$ cat config.mk
export PLATFORM = sky130hd
export DESIGN_NAME = ctrl_conv_input_flat
export DESIGN_NICKNAME = d
export VERILOG_FILES = /design/src/rtl/ctrl_conv_input_if.sv /design/src/rtl/ctrl_conv_input.sv /design/src/flat_wrapper.sv
export SDC_FILE = /design/constraint.sdc
export NUM_CORES = 1
export LEC_CHECK = 0
export BUFFER_PORTS_ARGS = -buffer_cell sky130_fd_sc_hd__buf_2
export CAP_MARGIN = 20
export CORE_AREA = 2 2 66 56
export CTS_CLUSTER_DIAMETER = 60
export DETAILED_ROUTE_END_ITERATION = 7
export DIE_AREA = 0 0 68 58
export HOLD_SLACK_MARGIN = 0.12
export MAX_ROUTING_LAYER = met4
export PLACE_DENSITY_LB_ADDON = 0.12
export REMOVE_ABC_BUFFERS = 1
export SETUP_SLACK_MARGIN = 0.02
export SYNTH_ARGS = -nofsm -noshare
export SYNTH_HDL_FRONTEND = slang
export SYNTH_SLANG_ARGS = --single-unit
$ cat constraint.sdc
create_clock -name clk -period 1.3 [get_ports clk]
set_input_delay 0.325 -clock clk [delete_from_list [all_inputs] [get_ports clk]]
set_output_delay 0.325 -clock clk [all_outputs]
set_load 0.1 [all_outputs]
$ cat src/rtl/ctrl_conv_input_if.sv
// Bus bundle between the convolution input controller and its environment:
// X/F input streams, X/F memory write ports and the start/done handshake.
interface ctrl_conv_input_if #(
    parameter int unsigned DATA_W = 20,
    parameter int unsigned XA_W   = 5,
    parameter int unsigned FA_W   = 4
);
    logic              s_valid_x;
    logic              s_ready_x;
    logic [DATA_W-1:0] s_data_x;
    logic              s_valid_f;
    logic              s_ready_f;
    logic [DATA_W-1:0] s_data_f;

    logic              xmem_wr_en;
    logic [XA_W-1:0]   xmem_wr_addr;
    logic [DATA_W-1:0] xmem_wr_data;
    logic              fmem_wr_en;
    logic [FA_W-1:0]   fmem_wr_addr;
    logic [DATA_W-1:0] fmem_wr_data;

    logic              conv_start;
    logic              conv_done;

    // Environment side: stream sources and the output controller
    modport master (
        output s_valid_x, s_data_x, s_valid_f, s_data_f, conv_done,
        input  s_ready_x, s_ready_f,
        input  xmem_wr_en, xmem_wr_addr, xmem_wr_data,
        input  fmem_wr_en, fmem_wr_addr, fmem_wr_data,
        input  conv_start
    );

    // Controller side
    modport slave (
        input  s_valid_x, s_data_x, s_valid_f, s_data_f, conv_done,
        output s_ready_x, s_ready_f,
        output xmem_wr_en, xmem_wr_addr, xmem_wr_data,
        output fmem_wr_en, fmem_wr_addr, fmem_wr_data,
        output conv_start
    );
endinterface

$ cat src/rtl/ctrl_conv_input.sv
// Input-side control for the 1-D convolution engine: loads one frame of X samples
// and F taps into their memories, then holds conv_start until conv_done.
module ctrl_conv_input #(
    parameter int unsigned X_LEN  = 20,
    parameter int unsigned F_LEN  = 13,
    parameter int unsigned DATA_W = 20,
    parameter int unsigned XA_W   = 5,
    parameter int unsigned FA_W   = 4
) (
    input  logic               clk,
    input  logic               reset,
    ctrl_conv_input_if.slave   bus
);
    localparam logic [XA_W-1:0] X_LAST = XA_W'(X_LEN - 1);
    localparam logic [FA_W-1:0] F_LAST = FA_W'(F_LEN - 1);

    typedef enum logic {LOAD = 1'b0, RUN = 1'b1} state_t;

    state_t          state_q, state_d;
    logic [XA_W-1:0] x_cnt_q, x_cnt_d;
    logic [FA_W-1:0] f_cnt_q, f_cnt_d;
    logic            x_full_q, x_full_d;
    logic            f_full_q, f_full_d;

    logic            x_rdy, f_rdy;
    logic            x_wr, f_wr;

    // Readys come from registered state; the reset term keeps them low while reset is held
    assign x_rdy = reset & (state_q == LOAD) & ~x_full_q;
    assign f_rdy = reset & (state_q == LOAD) & ~f_full_q;
    assign x_wr  = bus.s_valid_x & x_rdy;
    assign f_wr  = bus.s_valid_f & f_rdy;

    assign bus.s_ready_x    = x_rdy;
    assign bus.s_ready_f    = f_rdy;
    assign bus.xmem_wr_en   = x_wr;
    assign bus.xmem_wr_addr = x_cnt_q;
    assign bus.xmem_wr_data = bus.s_data_x;
    assign bus.fmem_wr_en   = f_wr;
    assign bus.fmem_wr_addr = f_cnt_q;
    assign bus.fmem_wr_data = bus.s_data_f;
    assign bus.conv_start   = (state_q == RUN);

    // State and counter registers
    always_ff @(posedge clk or negedge reset) begin
        if (!reset) begin
            state_q  <= LOAD;
            x_cnt_q  <= '0;
            f_cnt_q  <= '0;
            x_full_q <= 1'b0;
            f_full_q <= 1'b0;
        end else begin
            state_q  <= state_d;
            x_cnt_q  <= x_cnt_d;
            f_cnt_q  <= f_cnt_d;
            x_full_q <= x_full_d;
            f_full_q <= f_full_d;
        end
    end

    // Next-state: counters saturate at the last address; RUN is entered on the
    // same edge that accepts the later final beat.
    always_comb begin
        state_d  = state_q;
        x_cnt_d  = x_cnt_q;
        f_cnt_d  = f_cnt_q;
        x_full_d = x_full_q;
        f_full_d = f_full_q;

        case (state_q)
            LOAD: begin
                if (x_wr) begin
                    if (x_cnt_q == X_LAST) x_full_d = 1'b1;
                    else                   x_cnt_d  = x_cnt_q + XA_W'(1);
                end
                if (f_wr) begin
                    if (f_cnt_q == F_LAST) f_full_d = 1'b1;
                    else                   f_cnt_d  = f_cnt_q + FA_W'(1);
                end
                if (x_full_d && f_full_d) state_d = RUN;
            end
            RUN: begin
                if (bus.conv_done) begin
                    state_d  = LOAD;
                    x_cnt_d  = '0;
                    f_cnt_d  = '0;
                    x_full_d = 1'b0;
                    f_full_d = 1'b0;
                end
            end
        endcase
    end
endmodule

$ cat src/flat_wrapper.sv
// flat-port wrapper written by rule: the top's interface ports become plain ports
module ctrl_conv_input_flat 
#(
    parameter int unsigned X_LEN  = 20,
    parameter int unsigned F_LEN  = 13,
    parameter int unsigned DATA_W = 20,
    parameter int unsigned XA_W   = 5,
    parameter int unsigned FA_W   = 4
)
  (clk, reset, bus_s_valid_x, bus_s_data_x, bus_s_valid_f, bus_s_data_f, bus_conv_done, bus_s_ready_x, bus_s_ready_f, bus_xmem_wr_en, bus_xmem_wr_addr, bus_xmem_wr_data, bus_fmem_wr_en, bus_fmem_wr_addr, bus_fmem_wr_data, bus_conv_start);
  ctrl_conv_input_if #(.DATA_W(DATA_W), .XA_W(XA_W), .FA_W(FA_W)) bus_i ();
  input  logic clk;
  input  logic reset;
  input wire logic [$bits(bus_i.s_valid_x)-1:0] bus_s_valid_x;
  input wire logic [$bits(bus_i.s_data_x)-1:0] bus_s_data_x;
  input wire logic [$bits(bus_i.s_valid_f)-1:0] bus_s_valid_f;
  input wire logic [$bits(bus_i.s_data_f)-1:0] bus_s_data_f;
  input wire logic [$bits(bus_i.conv_done)-1:0] bus_conv_done;
  output wire logic [$bits(bus_i.s_ready_x)-1:0] bus_s_ready_x;
  output wire logic [$bits(bus_i.s_ready_f)-1:0] bus_s_ready_f;
  output wire logic [$bits(bus_i.xmem_wr_en)-1:0] bus_xmem_wr_en;
  output wire logic [$bits(bus_i.xmem_wr_addr)-1:0] bus_xmem_wr_addr;
  output wire logic [$bits(bus_i.xmem_wr_data)-1:0] bus_xmem_wr_data;
  output wire logic [$bits(bus_i.fmem_wr_en)-1:0] bus_fmem_wr_en;
  output wire logic [$bits(bus_i.fmem_wr_addr)-1:0] bus_fmem_wr_addr;
  output wire logic [$bits(bus_i.fmem_wr_data)-1:0] bus_fmem_wr_data;
  output wire logic [$bits(bus_i.conv_start)-1:0] bus_conv_start;
  assign bus_i.s_valid_x = bus_s_valid_x;
  assign bus_i.s_data_x = bus_s_data_x;
  assign bus_i.s_valid_f = bus_s_valid_f;
  assign bus_i.s_data_f = bus_s_data_f;
  assign bus_i.conv_done = bus_conv_done;
  assign bus_s_ready_x = bus_i.s_ready_x;
  assign bus_s_ready_f = bus_i.s_ready_f;
  assign bus_xmem_wr_en = bus_i.xmem_wr_en;
  assign bus_xmem_wr_addr = bus_i.xmem_wr_addr;
  assign bus_xmem_wr_data = bus_i.xmem_wr_data;
  assign bus_fmem_wr_en = bus_i.fmem_wr_en;
  assign bus_fmem_wr_addr = bus_i.fmem_wr_addr;
  assign bus_fmem_wr_data = bus_i.fmem_wr_data;
  assign bus_conv_start = bus_i.conv_start;
  ctrl_conv_input #(.X_LEN(X_LEN), .F_LEN(F_LEN), .DATA_W(DATA_W), .XA_W(XA_W), .FA_W(FA_W)) u_core (.clk(clk), .reset(reset), .bus(bus_i));
endmodule
==> results of run 1 <==
==> cell usage after synthesis (3+ instances only) <==
cell and instances:
a21oi_1 4, buf_4 40, dfrtp_1 12, ha_1 3, inv_1 7, nand2_1 8
nand3_1 5, nor2_1 4, o211ai_1 6, o21ai_0 3
==> layout make-up <==
| class | count | area (um^2) |
|---|---|---|
| Tap cell | 42 | 52.6 |
| Multi-Input combinational cell | 53 | 472 |
| Inverter | 9 | 38.8 |
| Timing Repair Buffer | 52 | 599 |
| Fill cell | 329 | 1760 |
| Sequential cell | 12 | 303 |
| Clock buffer | 4 | 55.1 |
==> worst register-to-register path: cells and delay by family, from the launching register on <==
kind / cells / cell delay (ns)
buffers and inverters: 6 / 0.68
flip-flops: 1 / 0.41
AO/OA/AOI/OAI: 1 / 0.22
==> path summary, 6_finish.rpt <==
check | start | end | slack, ns | depth (start not counted)
max in group asynchronous | reset | u_core.f_full_q$_DFFE_PN0P_ | 0.58 | 3
setup reg to reg | u_core.bus.conv_start$_DFF_PN0_ | u_core.bus.conv_start$_DFF_PN0_ | -0.09 | 7
hold / removal | reset | u_core.bus.xmem_wr_addr[4]$_DFFE_PN0P_ | 0.15 | 2
setup / recovery | u_core.bus.conv_start$_DFF_PN0_ | bus_fmem_wr_en | -0.21 | 3
hold reg to reg | u_core.bus.fmem_wr_addr[0]$_DFFE_PN0P_ | u_core.bus.fmem_wr_addr[0]$_DFFE_PN0P_ | 0.59 | 2
min in group clk | bus_conv_done | u_core.x_full_q$_DFFE_PN0P_ | 0.40 | 3
==> through the flow <==
stage | hold slack (ns) | cells | instance area, um^2
3_5_place_dp | 0.328 | 152 | 1230
6_report | 0.147 | 172 | 1520
3_3_place_gp | 0.326 | 152 | 1230
4_1_cts | 0.129 | 164 | 1400
2_1_floorplan | 0.0294 | 74 | 743
5_1_grt | 0.171 | 172 | 1520
==> routing by layer <==
layer	up-vias	global-route usage (%)	wire, um
li1	384	-	-
met1	380	21.3	1250
met2	62	17.8	1180
met3	2	12.6	531
met4	0	3.43	16
met5	-	-	0
==> state kept, by name, indices dropped and copies added, names as in the netlist <==
register / flops
u_core.bus.xmem_wr_addr: 5
u_core.bus.fmem_wr_addr: 4
u_core.bus.conv_start: 1
u_core.f_full_q: 1
u_core.x_full_q: 1
==> power by group <==
| part | switching [uW] | internal (uW) | total (uW) | leakage (uW) |
|---|---|---|---|---|
| Clock | 144 | 268 | 412 | 0.0000288 |
| Sequential | 147 | 531 | 678 | 0.000148 |
| Combinational | 1850 | 1370 | 3230 | 0.000490 |
| Total | 2140 | 2170 | 4320 | 0.000667 |
==> kinds of logic after synthesis <==
kind of cell,after synthesis,share of synthesized area [%]
AOI/OAI and AO/OA,18,13.2
muxes,3,3.00
DFF,12,28.8
buffers and inverters,49,32.3
xor gates and xnor gates,2,1.68
and+or+nand+nor,27,17.5
adders and majority gates,3,3.60
==> timing repair <==
action                                  4_1_cts  5_1_grt
endpoints found under the setup margin       10       24
hold buffers                                  1        0
resized for setup                            13       21
pin swaps                                     4        8
buffers inserted                              7        9
endpoints found under the hold margin         2        0
cloned                                        0        0
==> impl_metrics.toml, run 1 <==
[status]
violations = "negative setup slack"
run_status = "finished, violations left"

[worst_setup_path]
critical_path.endpoint_type = "primary output"
path_delay_family = "flip-flops"
crit_path_top_delay_cell = "dfrtp_2"
worst_path_fanout_max = 5
worst_ep_required_time_ns = 0.98
worstPathBufferInverterCount = 2
critical_path_cell_by_cell = "nand4bb_4 > inv_4 > buf_12"
cp.arrival_ns = 1.19
worst_setup_path_start_kind = "flop"
critical_path_class = "flop to primary output"
crit_path_max_incr_delay_ns = 0.44

[floorplan]
initial_util_pct = 31.8
rows = 19
fp.coreArea_um2 = 3280
die_height_um = 58
fp.dieArea_um2 = 3940
dieWidth_um = 68
top_level_ports = 99

[clock_tree]
clock_sink_count = 12
clock_buffers_created_by_tritoncts = 3
path_clk_slew_ns = 0.06
root_buffer = "clkbuf_8"
cts-root-to-sink-buffers = 2
clk-insertion-delay-late_ns = 0.24
cts_max_level = 1
tritoncts = "yes"

[yosys]
post_synthesis_sequential_area_ratio_pct = 28.8
synth.top_cells.by_area = "buf_4, dfrtp_1, nand4bb_4"
synthCells = 114
ys_types = 28
synth_enable_flop_cells = 0
postSynthAreaPerCell_um2 = 9.15
synth_top_area_share_pct = 28.8
synth-main-ff-cell = "dfrtp_1"
postSynthRegisterBits = 12
synth-async-reset-ratio_pct = 100
synthesis.area_um2 = 1040
synth_top_area_cell = "buf_4"
synth-warning-count = 0

[timing]
setup-tns-final_ns = -0.822
clock.fmax_mhz = 660
setup_ws_ns = -0.214
max-slew-margin-rel_pct = 83.5
timing.final.setup_violations = 8
minimum_clock_period_ns = 1.51
report.final.hold_viol_count = 0
final-max-slew-violation-count = 0
setup_repair_after_global_routing_missed_its_margin = "yes"
final_worst_path_period_share_pct = 116
fin_skew_ns = 0.00193
worst_pin_slew_ns = 0.247

[cells_and_area]
commonest_non_fill_non_tap_cells_in_the_layout = "buf_4, buf_12, buf_6"
most_common_cell_after_layout_fill_and_taps_aside = "buf_4"
layout.nets = 179
post_route_cells_drive_above_1_share_pct = 60.0
postLayoutCoreUtil_pct = 46.3
antenna_cells_inserted = 0
syn2layout_area_growth_pct = 45.7

[power_and_ir_drop]
cellPowerDensity_nw_per_um2 = 2840
fin_total_pwr_uw = 4320
power.static_leakage_uw = 0.000667
ir_drop_v = 0.00140

[global_routing]
vias_in_the_first_global_route = 811
groute.usage.overall_pct = 15.8
grt_first_pass_wirelength_um = 4330
grt_antenna_before_repair = 0
globalRoute.totalOverflow = 0
maximum_number_of_pins_on_one_net_before_global_route_repair = 11

[detailed_routing]
post_route_wl_um = 2980
route.detailed.wl_per_inst_um = 17.3
num_vias = 828
detail-route-antenna-nets = 0
drt_first_iter_violations = 27
route.detailed.vias_per_inst = 4.81
drt_first_pass_iters = 4
route.detailed.drc = 0

[placement]
port_buffers = 18
gpl.final_weighted_congestion = 0.791
hpwl_um = 2300
preCtsSetupSlack_ns = -0.00304

[min_path]
min_path_type = "input pin to async pin"

[flow_run]
drv.max_cap_violation_count = 0
Power figures use the tool's default switching activity.
==> inputs of run 2 (changes only) <==
SETUP_SLACK_MARGIN = unset   (was 0.02)
==> run 2 against run 1 <==
The flow still finishes with violations (negative setup slack). Wire length fell by 1.8%. First-iteration DRC count rose by 11%. Utilization decreased by 1.9 points. Critical path type unchanged. Maximum frequency about the same. Hold slack worse by 0.0014 ns. Total power down 4.2%. Largest power group unchanged. Non-clock buffer count fell by 5. Highest routed layer unchanged. Design area fell by 4.1%. Clock skew about the same. Critical endpoint unchanged. Cell count down 2.9%.
==> impl_metrics.toml, run 2 (synthesized netlist as in run 1, its figures left out) <==
[global_routing]
groute.usage.overall_pct = 15.7
maximum_number_of_pins_on_one_net_before_global_route_repair = 11
globalRoute.totalOverflow = 0
grt_first_pass_wirelength_um = 4320
grt_antenna_before_repair = 0
vias_in_the_first_global_route = 802

[cells_and_area]
fillers = 331
antenna_cells_inserted = 0
post_route_cells_drive_above_1_share_pct = 58.4
commonest_non_fill_non_tap_cells_in_the_layout = "buf_4, buf_12, dfrtp_1"
layout.nets = 174
largest_register_ffs = 5
fin_cells = 167
syn2layout_area_growth_pct = 39.7
finish.instance_area_um2 = 1460
most_common_cell_after_layout_fill_and_taps_aside = "buf_4"
postLayoutCoreUtil_pct = 44.4

[status]
violations = "negative setup slack"
run_status = "finished, violations left"

[clock_tree]
cts_max_level = 1
path_clk_slew_ns = 0.06
root_buffer = "clkbuf_8"
clk-insertion-delay-late_ns = 0.24
tritoncts = "yes"
clock_buffers_created_by_tritoncts = 3
clock_sink_count = 12
cts-root-to-sink-buffers = 2

[power_and_ir_drop]
power.static_leakage_uw = 0.000636
ir_drop_v = 0.00132
pwr-share-comb_pct = 73.9
total_switching_power_uw = 2100
p_int_uw = 2040
power.clock.fraction_pct = 10.0
cellPowerDensity_nw_per_um2 = 2840
fraction_of_power_spent_switching_nets_pct = 50.8
seq_power_share_pct = 16.2

[detailed_routing]
num_vias = 805
detail-route-antenna-nets = 0
route.detailed.drc = 0
drt_first_iter_violations = 30
post_route_wl_um = 2930
route.detailed.vias_per_inst = 4.82
drt_first_pass_iters = 4
route.detailed.wl_per_inst_um = 17.5

[placement]
preCtsSetupSlack_ns = -0.00304
dpl-instance-area_um2 = 1230
hpwl_um = 2300
port_buffers = 18
gpl.final_weighted_congestion = 0.791
place_inst = 152

[worst_setup_path]
cp.arrival_ns = 1.19
worst_setup_path_start_kind = "flop"
crit_path_max_incr_delay_ns = 0.44
critical_path_class = "flop to primary output"
worst_ep_required_time_ns = 0.98
worst_path_fanout_max = 5
critical_path_cell_by_cell = "nand4bb_4 > inv_4 > buf_12"
crit_path_top_delay_cell = "dfrtp_2"
regToRegSetupSlack_ns = -0.09
path_delay_family = "flip-flops"
worstPathBufferInverterCount = 2
critical_path.endpoint_type = "primary output"

[floorplan]
dieWidth_um = 68
initial_util_pct = 31.8
die_height_um = 58
fp.coreArea_um2 = 3280
top_level_ports = 99
fp.dieArea_um2 = 3940
rows = 19

[timing]
max-slew-margin-rel_pct = 83.3
report.final.hold_viol_count = 0
worst_pin_slew_ns = 0.250
final-max-slew-violation-count = 0
fin_skew_ns = 0.00203
setup_repair_after_global_routing_missed_its_margin = "yes"
timing.final.setup_violations = 8
minimum_clock_period_ns = 1.51
clock.fmax_mhz = 660
worst_slack_on_hold_paths_ns = 0.146
final_worst_path_period_share_pct = 117
setup_ws_ns = -0.215

[min_path]
min_path_type = "input pin to async pin"

[flow_run]
drv.max_cap_violation_count = 0
## run 2: area by class of cell
type / instances / area [um^2] / share of cell area, %
Sequential cell: 12 / 303 / 20.8
Multi-Input combinational cell: 53 / 462 / 31.7
Tap cell: 42 / 52.6 / 3.61
Clock buffer: 4 / 55.1 / 3.78
Inverter: 9 / 38.8 / 2.66
Timing Repair Buffer: 47 / 547 / 37.5
## run 2: metal layers
metal | vias to the layer above | wire (um) | track usage (%)
met5 | - | 0 | -
met4 | 0 | 15 | 3.43
met3 | 2 | 521 | 12.6
met2 | 60 | 1140 | 17.6
met1 | 371 | 1250 | 21.3
li1 | 372 | - | -
## run 2: stage by stage
stage                      TNS, ns  power [uW]
after global placement           0        3510
after CTS                    -1.02        4020
after global routing         -1.47        4350
after detailed placement  -0.00496        3500
after floorplan             -11.16        2350
final                       -0.820        4140
## run 2: worst paths after layout
kind | from | to | cells after the start
worst max-delay path | u_core.bus.conv_start$_DFF_PN0_ | bus_fmem_wr_en | 3
worst min-delay path | reset | u_core.bus.xmem_wr_addr[4]$_DFFE_PN0P_ | 2
worst max register to register | u_core.bus.conv_start$_DFF_PN0_ | u_core.bus.conv_start$_DFF_PN0_ | 7
worst min register to register | u_core.bus.fmem_wr_addr[0]$_DFFE_PN0P_ | u_core.bus.fmem_wr_addr[0]$_DFFE_PN0P_ | 2
max in group asynchronous | reset | u_core.f_full_q$_DFFE_PN0P_ | 3
min in group clk | bus_conv_done | u_core.x_full_q$_DFFE_PN0P_ | 3
## run 2: repair_timing
item	in CTS	in global routing
pin swaps	3	8
hold buffers	1	0
setup endpoints to repair	7	18
setup buffers	7	4
hold endpoints to repair	2	0
resized for setup	9	20
## run 2: power groups by stage
stage	registers [uW]	clock network (uW)	logic, uW
after floorplan	1670	0	681
after global placement	655	0	2850
after detailed placement	658	0	2850
after CTS	661	424	2930
after global routing	691	444	3220
final	668	413	3050
==> inputs of run 3 (changes only) <==
ABC_AREA = 1   (was unset)
CORE_AREA = 2 2 60 62   (was 2 2 66 56)
DIE_AREA = 0 0 62 64   (was 0 0 68 58)
==> run 3 against run 2 <==
The run still ends with negative setup slack left. Worst setup slack got worse by 0.036 ns. Design area decreased by 12%. Register-to-register slack improved by 0.17 ns. Sequential cell count unchanged. Non-clock buffer count decreased by 13. Synthesized cell count increased by 16%. First-iteration DRC count decreased by 67%. Total power decreased by 17%. Critical path depth increased by 1.
==> impl_metrics.toml, run 3 <==
[min_path]
holdCritStartpoint = "bus_conv_done"
worst_hold_path.endpoint = "u_core.f_full_q$_DFFE_PN0P_"
min_path_type = "input pin to flop"
timing.hold.worst_path_depth = 4

[yosys]
synth_enable_flop_cells = 0
synth_top_cells_by_count = "buf_4, nand2_1, inv_1"
synth_mux_area_share_pct = 0
main_combinational_cell_family_by_area_after_synthesis = "buffers and inverters"
synth-async-reset-ratio_pct = 100
synth_simple_gate_area_share_pct = 27.9
synthCells = 132
postSynthRegisterBits = 12
synthesis.area_um2 = 1040
synth_top_area_share_pct = 28.8
ys_types = 20
synth-main-ff-cell = "dfrtp_1"
synth.top_cells.by_area = "buf_4, dfrtp_1, nand2_1"
postSynthAreaPerCell_um2 = 7.90
post-synth-top-count-cell = "buf_4"
synth_top_area_cell = "buf_4"
synth_adder_area_share_pct = 3.60
synth_xor_xnor_area_share_pct = 3.36
post_synthesis_sequential_area_ratio_pct = 28.8
synth_compound_gate_area_share_pct = 1.32
synth-warning-count = 0

[power_and_ir_drop]
seq_power_share_pct = 20.3
ir_drop_v = 0.000866
total_switching_power_uw = 1850
pwr-share-comb_pct = 72.8
power.clock.fraction_pct = 6.8
p_int_uw = 1570
power.static_leakage_uw = 0.000662
cellPowerDensity_nw_per_um2 = 2660
fraction_of_power_spent_switching_nets_pct = 54.2

[cells_and_area]
postLayoutCoreUtil_pct = 39.0
commonest_non_fill_non_tap_cells_in_the_layout = "nand2_1, buf_12, buf_4"
most_common_cell_after_layout_fill_and_taps_aside = "nand2_1"
post_route_cells_drive_above_1_share_pct = 45.0
finish.instance_area_um2 = 1280
largest_register_ffs = 5
syn2layout_area_growth_pct = 23.0
antenna_cells_inserted = 0
layout.nets = 179

[timing]
report.final.hold_viol_count = 0
worst_pin_slew_ns = 0.206
final-max-slew-violation-count = 0
final_worst_path_period_share_pct = 119
worst_slack_on_hold_paths_ns = 0.306
minimum_clock_period_ns = 1.55
clock.fmax_mhz = 645
setup_ws_ns = -0.251
timing.final.setup_violations = 6
max-slew-margin-rel_pct = 86.2
setup_repair_after_global_routing_missed_its_margin = "yes"
fin_skew_ns = 0.0107

[placement]
dpl-instance-area_um2 = 1200
hpwl_um = 2330
gpl.final_weighted_congestion = 0.740
port_buffers = 18

[global_routing]
globalRoute.totalOverflow = 0
grt.busiest_layer = "met2"
vias_in_the_first_global_route = 713
groute.usage.overall_pct = 14.4
grt_first_pass_wirelength_um = 3870
gr-usage-met2_pct = 18.5
use_met1_pct = 17.5
grt_antenna_before_repair = 0
maximum_number_of_pins_on_one_net_before_global_route_repair = 12
met3_usage_pct = 9.31

[clock_tree]
path_clk_slew_ns = 0.08
cts_max_level = 1
root_buffer = "clkbuf_4"
tritoncts = "yes"
clk-insertion-delay-late_ns = 0.27
clock_sink_count = 12
clock_buffers_created_by_tritoncts = 3
cts-root-to-sink-buffers = 2

[detailed_routing]
num_vias = 753
route.detailed.vias_per_inst = 4.30
drt_first_pass_iters = 7
detail-route-antenna-nets = 0
route.detailed.wl_per_inst_um = 16.1
post_route_wl_um = 2820
route.detailed.drc = 0
drt_first_iter_violations = 10

[worst_setup_path]
timing.rr.end = "u_core.bus.fmem_wr_addr[3]$_DFFE_PN0P_"
regToRegSetupSlack_ns = 0.08
worst_ep_required_time_ns = 0.98
critical_path_class = "flop to primary output"
worst_reg2reg_path_startpoint = "u_core.bus.fmem_wr_addr[1]$_DFFE_PN0P_"
critical_path.endpoint_type = "primary output"
cp.arrival_ns = 1.23
r2r.worst_path.cells = 7
worst_path_fanout_max = 4
worst_setup_path_start_kind = "flop"

[floorplan]
initial_util_pct = 31.7
dieWidth_um = 62
top_level_ports = 99
fp.dieArea_um2 = 3970
fp.coreArea_um2 = 3280
rows = 21
die_height_um = 64

[status]
run_status = "finished, violations left"
violations = "negative setup slack"

[flow_run]
drv.max_cap_violation_count = 0
-- run 3: worst max path at each step --
stage / start / endpoint / slack, ns / cells past startpoint
floorplan: u_core.bus.conv_start$_DFF_PN0_ / bus_s_ready_f / -1.36 / 3
global placement: u_core.bus.xmem_wr_addr[0]$_DFFE_PN0P_ / u_core.bus.xmem_wr_addr[4]$_DFFE_PN0P_ / 0.04 / 7
detailed placement: reset / bus_s_ready_x / 0.03 / 4
CTS: u_core.bus.conv_start$_DFF_PN0_ / bus_fmem_wr_en / -0.26 / 4
global route: u_core.bus.conv_start$_DFF_PN0_ / bus_fmem_wr_en / -0.31 / 4
finish: u_core.bus.conv_start$_DFF_PN0_ / bus_fmem_wr_en / -0.25 / 4
-- run 3: through the flow --
step	std cells	TNS, ns	total power [uW]	setup WS [ns]
6_report	175	-0.797	3420	-0.251
5_1_grt	175	-1.27	3610	-0.312
4_1_cts	173	-0.830	3370	-0.255
3_5_place_dp	169	0	3080	0.0319
3_3_place_gp	169	0	3070	0.0426
2_1_floorplan	92	-14.29	2110	-1.36
-- run 3: cell type report --
type | count | area, um^2
Timing Repair Buffer | 34 | 434
Multi-Input combinational cell | 64 | 397
Sequential cell | 12 | 307
Clock buffer | 3 | 22.5
Tap cell | 46 | 57.6
Fill cell | 351 | 2000
Inverter | 16 | 65.1
-- run 3: worst max-delay path, stage by stage, from the launching register on --
cell     delay (ns)
dfrtp_1        0.39
inv_2          0.10
nand2_4        0.08
nor3_4         0.17
buf_12         0.20
-- run 3: logic make-up (layout without fill, tap and decap cells) --
| family | after synthesis | count (layout) |
|---|---|---|
| simple gates | 55 | 55 |
| fa+ha+maj | 3 | 3 |
| buf+inv | 56 | 53 |
| xor+xnor | 4 | 4 |
| flops | 12 | 12 |
| compound gates | 2 | 2 |
-- run 3: layer usage --
metal | part of all wire (%) | wire (um)
met1 | 39 | 1090
met2 | 42 | 1190
met3 | 18 | 505
met4 | 1.1 | 31
met5 | 0 | 0
-- run 3: repair_timing --
item / in CTS / in global routing
pin swaps: 0 / 5
buffers inserted: 3 / 3
gates cloned: 0 / 0
endpoints found under the hold margin: 12 / 0
resized for setup: 7 / 8
setup endpoints to repair: 11 / 24
hold buffers: 1 / 0
-- run 3: power by group through the flow --
stage / clock network, uW / registers, uW / logic, uW
floorplan: 0 / 1450 / 660
detailed placement: 0 / 633 / 2450
global placement: 0 / 628 / 2440
global route: 262 / 717 / 2630
finish: 233 / 695 / 2490
CTS: 244 / 676 / 2450
